## src/rtl/decrypt_function_3_pkg.sv

```systemverilog
// rtl/decrypt_function_3_pkg.sv - shared widths, field offsets and key-mask builder for the function-3 crypt pair
package decrypt_function_3_pkg;

   localparam int DATA_W  = 60;
   localparam int KEY_W   = 11;
   localparam int TAG_W   = 6;
   localparam int X_W     = 61;
   localparam int ENC_W   = 78;
   localparam int X_LSB   = 17;
   localparam int KEY_LSB = 6;

   typedef struct packed {
      logic [X_W-1:0]    x;
      logic [DATA_W-1:0] b;
      logic [KEY_W-1:0]  key;
      logic [TAG_W-1:0]  tag;
   } s1_t;

   // Segments from LSB: ~r, r, r, ~r, r, then the low 5 bits of r on top.
   function automatic logic [DATA_W-1:0] make_key_f3(input logic [KEY_W-1:0] r);
      return {r[4:0], r, ~r, r, r, ~r};
   endfunction

endpackage

```

## src/rtl/decrypt_function_3_key_mask.sv

```systemverilog
// rtl/decrypt_function_3_key_mask.sv - combinational function-3 key mask builder, shared with the encryptor
module key_mask_f3
   import decrypt_function_3_pkg::*;
(
   input  logic [KEY_W-1:0]  rand_11,
   output logic [DATA_W-1:0] mask
);

   assign mask = make_key_f3(rand_11);

endmodule

```

## src/rtl/decrypt_function_3.sv

```systemverilog
// rtl/decrypt_function_3.sv - two-stage valid/ready function-3 frame decryptor with saturating counters
module decrypt_function_3
   import decrypt_function_3_pkg::*;
#(
   parameter int CNT_W = 16
) (
   input  logic              Clk,
   input  logic              Rst_n,
   input  logic              in_valid,
   output logic              in_ready,
   input  logic [ENC_W-1:0]  inEnc,
   output logic              out_valid,
   input  logic              out_ready,
   output logic [DATA_W-1:0] dec_data,
   output logic [TAG_W-1:0]  tag_out,
   output logic [KEY_W-1:0]  key_out,
   output logic              err,
   output logic [CNT_W-1:0]  frame_cnt,
   output logic [CNT_W-1:0]  err_cnt
);

   logic              adv;
   logic [DATA_W-1:0] mask;
   logic [X_W:0]      diff;

   s1_t               s1_q, s1_d;
   logic              v1_q, v1_d;
   logic              v2_q, v2_d;
   logic [DATA_W-1:0] dec_q, dec_d;
   logic [TAG_W-1:0]  tag_q, tag_d;
   logic [KEY_W-1:0]  key_q, key_d;
   logic              err_q, err_d;
   logic [CNT_W-1:0]  frame_cnt_q, frame_cnt_d;
   logic [CNT_W-1:0]  err_cnt_q, err_cnt_d;

   localparam logic [CNT_W-1:0] CNT_ONE = {{(CNT_W-1){1'b0}}, 1'b1};

   key_mask_f3 u_key_mask (
      .rand_11 (inEnc[X_LSB-1:KEY_LSB]),
      .mask    (mask)
   );

   assign adv      = ~v2_q | out_ready;
   assign in_ready = adv & Rst_n;

   always_comb begin
      s1_d        = s1_q;
      v1_d        = v1_q;
      v2_d        = v2_q;
      dec_d       = dec_q;
      tag_d       = tag_q;
      key_d       = key_q;
      err_d       = err_q;
      frame_cnt_d = frame_cnt_q;
      err_cnt_d   = err_cnt_q;

      // Bit 61 flags x < b, bit 60 flags a result too wide for the plaintext.
      diff = {1'b0, s1_q.x} - {2'b00, s1_q.b};

      if (adv) begin
         s1_d.x   = inEnc[ENC_W-1:X_LSB];
         s1_d.b   = mask;
         s1_d.key = inEnc[X_LSB-1:KEY_LSB];
         s1_d.tag = inEnc[KEY_LSB-1:0];
         v1_d     = in_valid & in_ready;

         dec_d = diff[DATA_W-1:0];
         err_d = diff[X_W] | diff[X_W-1];
         tag_d = s1_q.tag;
         key_d = s1_q.key;
         v2_d  = v1_q;
      end

      if (v2_q & out_ready) begin
         if (~&frame_cnt_q) frame_cnt_d = frame_cnt_q + CNT_ONE;
         if (err_q & ~&err_cnt_q) err_cnt_d = err_cnt_q + CNT_ONE;
      end
   end

   always_ff @(posedge Clk) begin
      if (!Rst_n) begin
         s1_q        <= '0;
         v1_q        <= 1'b0;
         v2_q        <= 1'b0;
         dec_q       <= '0;
         tag_q       <= '0;
         key_q       <= '0;
         err_q       <= 1'b0;
         frame_cnt_q <= '0;
         err_cnt_q   <= '0;
      end else begin
         s1_q        <= s1_d;
         v1_q        <= v1_d;
         v2_q        <= v2_d;
         dec_q       <= dec_d;
         tag_q       <= tag_d;
         key_q       <= key_d;
         err_q       <= err_d;
         frame_cnt_q <= frame_cnt_d;
         err_cnt_q   <= err_cnt_d;
      end
   end

   assign out_valid = v2_q;
   assign dec_data  = dec_q;
   assign tag_out   = tag_q;
   assign key_out   = key_q;
   assign err       = err_q;
   assign frame_cnt = frame_cnt_q;
   assign err_cnt   = err_cnt_q;

endmodule

```

## config.mk

```make
export PLATFORM = sky130hd
export DESIGN_NAME = decrypt_function_3
export DESIGN_NICKNAME = d
export VERILOG_FILES = /design/src/rtl/decrypt_function_3_pkg.sv /design/src/rtl/decrypt_function_3_key_mask.sv /design/src/rtl/decrypt_function_3.sv
export SDC_FILE = /design/constraint.sdc
export NUM_CORES = 1
export LEC_CHECK = 0
export CAP_MARGIN = 0
export CORE_MARGIN = 1.5
export CORE_UTILIZATION = 37
export CTS_BUF_LIST = sky130_fd_sc_hd__clkbuf_4
export CTS_CLUSTER_SIZE = 24
export DETAILED_ROUTE_END_ITERATION = 8
export SLEW_MARGIN = 30
export SYNTH_ARGS = -nofsm -noshare
export SYNTH_HDL_FRONTEND = slang
export SYNTH_HIERARCHICAL = 1
export SYNTH_SLANG_ARGS = --single-unit
export TNS_END_PERCENT = 30
```

## constraint.sdc

```tcl
create_clock -name Clk -period 7.46 [get_ports Clk]
set_input_delay 1.492 -clock Clk [delete_from_list [all_inputs] [get_ports Clk]]
set_output_delay 1.492 -clock Clk [all_outputs]
set_load 0.02 [all_outputs]
```

==> results.sh <==
export IMPL_start_kind="primary input"
export IMPL_critPathMaxFanout=37
export IMPL_htreeDepth=3
export IMPL_synth_area_sq_mm=0.0129
export IMPL_syn_to_final_growth_pct=21.3
export IMPL_outcome="finished, final reports clean"
export IMPL_final_antenna_net_count=0
export IMPL_drt_iter0_drc=658
export IMPL_ys_top_cells_by_area="dfxtp_1, nand2_1, a21oi_1, ha_1, xnor2_1"
export IMPL_grt_start_max_net_pins=207
export IMPL_numPortBuffers=193
export IMPL_fp_dieW_microns=190
export IMPL_hold_viol=0
export IMPL_dp_final_hpwl_microns=26100
export IMPL_fp_coreArea_sq_mm=0.0345
export IMPL_wl_per_cell_microns=15.8
export IMPL_max_freq_mhz=197
export IMPL_pre_cts_ws_ps=2360
export IMPL_fin_crit_ps=5070
export IMPL_place_inst=2226
export IMPL_rsz0062_at_grt="no"
export IMPL_cts_hold_buf=0
export IMPL_power_mw=3.75
export IMPL_crit_type="in -> out"
export IMPL_netlist_area_leader_share=0.388
export IMPL_worstSetupStartpoint="out_ready"
export IMPL_design_area_sq_mm=0.0157
export IMPL_syn_num_nets=1863
export IMPL_postRouteWirelength_microns=37100
export IMPL_synthArstFlopShare=0
export IMPL_layout_common_cells="nand2_1, a21oi_1, dfxtp_1"
export IMPL_whs_endpoint="tag_out[0]"
export IMPL_yosysTopAreaCell="dfxtp_1"
export IMPL_relSlewSlack=0.196
export IMPL_ys_warn_count=6
export IMPL_grt_pass1_vias=11300
export IMPL_worst_slew_pin_slew_ps=1210
export IMPL_fin_crit_sh=0.680
export IMPL_yosysUniqueCellTypes=63
export IMPL_place_gp_congestion=0.861
export IMPL_fill_cells=3582
export IMPL_post_route_drc_count=0
export IMPL_worstRegToRegCells=13
export IMPL_std_cell_rows=68
export IMPL_fin_ws_ps=2390
export IMPL_vias_per_cell=5.00
export IMPL_final_instance_count_excl_fill=2351
export IMPL_die_h_microns=190
export IMPL_cts_num_sinks=250
export IMPL_place_area_sq_mm=0.0147
export IMPL_worst_skew_pair_late_latency_ps=710
export IMPL_cts_tree="yes"
export IMPL_die_area_sq_mm=0.0360
export IMPL_ys_flop_type="dfxtp_1"
export IMPL_antenna_found_initial=1
export IMPL_tns_ps=0
export IMPL_netlist_instances=1718
export IMPL_finalSetupViolCount=0
export IMPL_power_leakage_nw=6.59
export IMPL_ys_seq_elements=250
export IMPL_fin_nets=1992
export IMPL_vias=11800
export IMPL_cts_clk_slew_worst_paths_ps=60
export IMPL_start_util=0.375
export IMPL_reg2reg_to="dec_data[38]"
export IMPL_ios=194
export IMPL_drt_pass1_iterations=6
export IMPL_cp_data_required_time_ps=5970
export IMPL_whs_path_depth=2
export IMPL_root_buffer="clkbuf_4"
export IMPL_final_layout_size_suffix_gt1_frac=0.0686
export IMPL_arrival_ps=3580
export IMPL_grt_overflow=0
export IMPL_cp_end_kind="output pin"
export IMPL_crit_reg2reg_launch="s1_q[17]"
export IMPL_cts_setup_buffers=0
export IMPL_hold_slack_ps=445
export IMPL_syn_area_per_cell_sq_um=7.51
export IMPL_drv_cap=0
export IMPL_r2r_slack_ps=3800
export IMPL_clock_path_buffers=3
export IMPL_vdd_ir_drop_max_mv=0.114
export IMPL_ctsResizeCount=0
export IMPL_power_density_mw_per_mm2=239
export IMPL_fin_util=0.454
export IMPL_hp_class="reg -> reg"
export IMPL_track_usage=0.204
export IMPL_final_common_cell="nand2_1"
export IMPL_seq_area_frac_synth=0.388
export IMPL_synth_edf_count=0
export IMPL_cts_buffers=73
export IMPL_maxSlewViolCount=0
export IMPL_grt_first_pass_wirelength_microns=58700
export IMPL_clock_skew_ps=48.2
export IMPL_hp_start="s1_q[0]"
[synthesized netlist by cell type, types with 4 or more instances]
cell type,count
inv_1,93
o21ai_1,7
xnor2_1,47
buf_1,12
nor2_1,81
and4_1,5
buf_4,50
o211ai_1,6
nand2b_1,7
nand3_1,27
o31ai_1,4
a31oi_1,8
mux2i_1,6
and3_1,13
a211oi_1,19
o21a_1,8
o21ai_0,45
nand4_1,25
a21o_1,22
or3_1,8
nand2_1,445
xor2_1,35
dfxtp_1,250
buf_2,4
nor3_1,8
nor2b_1,7
clkbuf_1,79
o21bai_1,13
and2_1,9
a21oi_1,267
ha_1,62
[cell families (layout without fill, tap and decap cells)]
logic type / count (synthesis) / after routing / synth area share
other: 0 / 1 / 0
muxes: 6 / 6 / 0.00465
xor gates and xnor gates: 82 / 82 / 0.0556
adders and majority gates: 63 / 63 / 0.0617
DFF: 250 / 250 / 0.388
and+or+nand+nor: 644 / 644 / 0.209
AOI/OAI and AO/OA: 435 / 435 / 0.197
buffers and inverters: 238 / 415 / 0.0841
[worst max-delay path, cell delays in order]
cell and delay (ps):
clkdlybuf4s50_1 560, nand2b_4 430, nand2_1 320, inv_1 150, clkdlybuf4s50_1 620
[routing by layer]
layer,routed length (microns),global-route usage,vias to the layer above
met4,942,0.0742,0
met3,2020,0.0413,68
met5,0,0,-
met2,16300,0.314,282
li1,-,-,6017
met1,17800,0.281,5399
[flip-flops by register name (all words and copies together) (netlist names)]
signal     cells
tag_out        6
frame_cnt     16
v1_q           1
key_out       11
out_valid      1
err_cnt       16
err            1
s1_q         138
dec_data      60
[layout make-up]
class / instances / area, sq um / area share
sequential: 250 / 5000 / 0.320
multi-input combinational: 1230 / 6830 / 0.436
antenna: 1 / 2.50 / 0.000160
tap: 455 / 569 / 0.0364
clock inverter: 23 / 146 / 0.00935
inverter: 93 / 354 / 0.0226
clock buffer: 100 / 751 / 0.0479
timing repair buffer: 199 / 2000 / 0.128
[worst max path at each step]
| stage | end | slack (ps) | cells after the start |
|---|---|---|---|
| finish | in_ready | 2390 | 5 |
| global route | in_ready | 2250 | 5 |
| CTS | in_ready | 2360 | 5 |
| detailed placement | in_ready | 2360 | 5 |
| global placement | in_ready | 2410 | 5 |
| floorplan | in_ready | 4040 | 3 |
[power by group]
group	internal (mW)	switching, mW	leakage (nW)	total, mW
sequential	1.45	0.0643	2.07	1.51
combinational	0.403	0.544	3.98	0.947
clock	0.687	0.599	0.532	1.29
(Power assumes the default switching activity.)
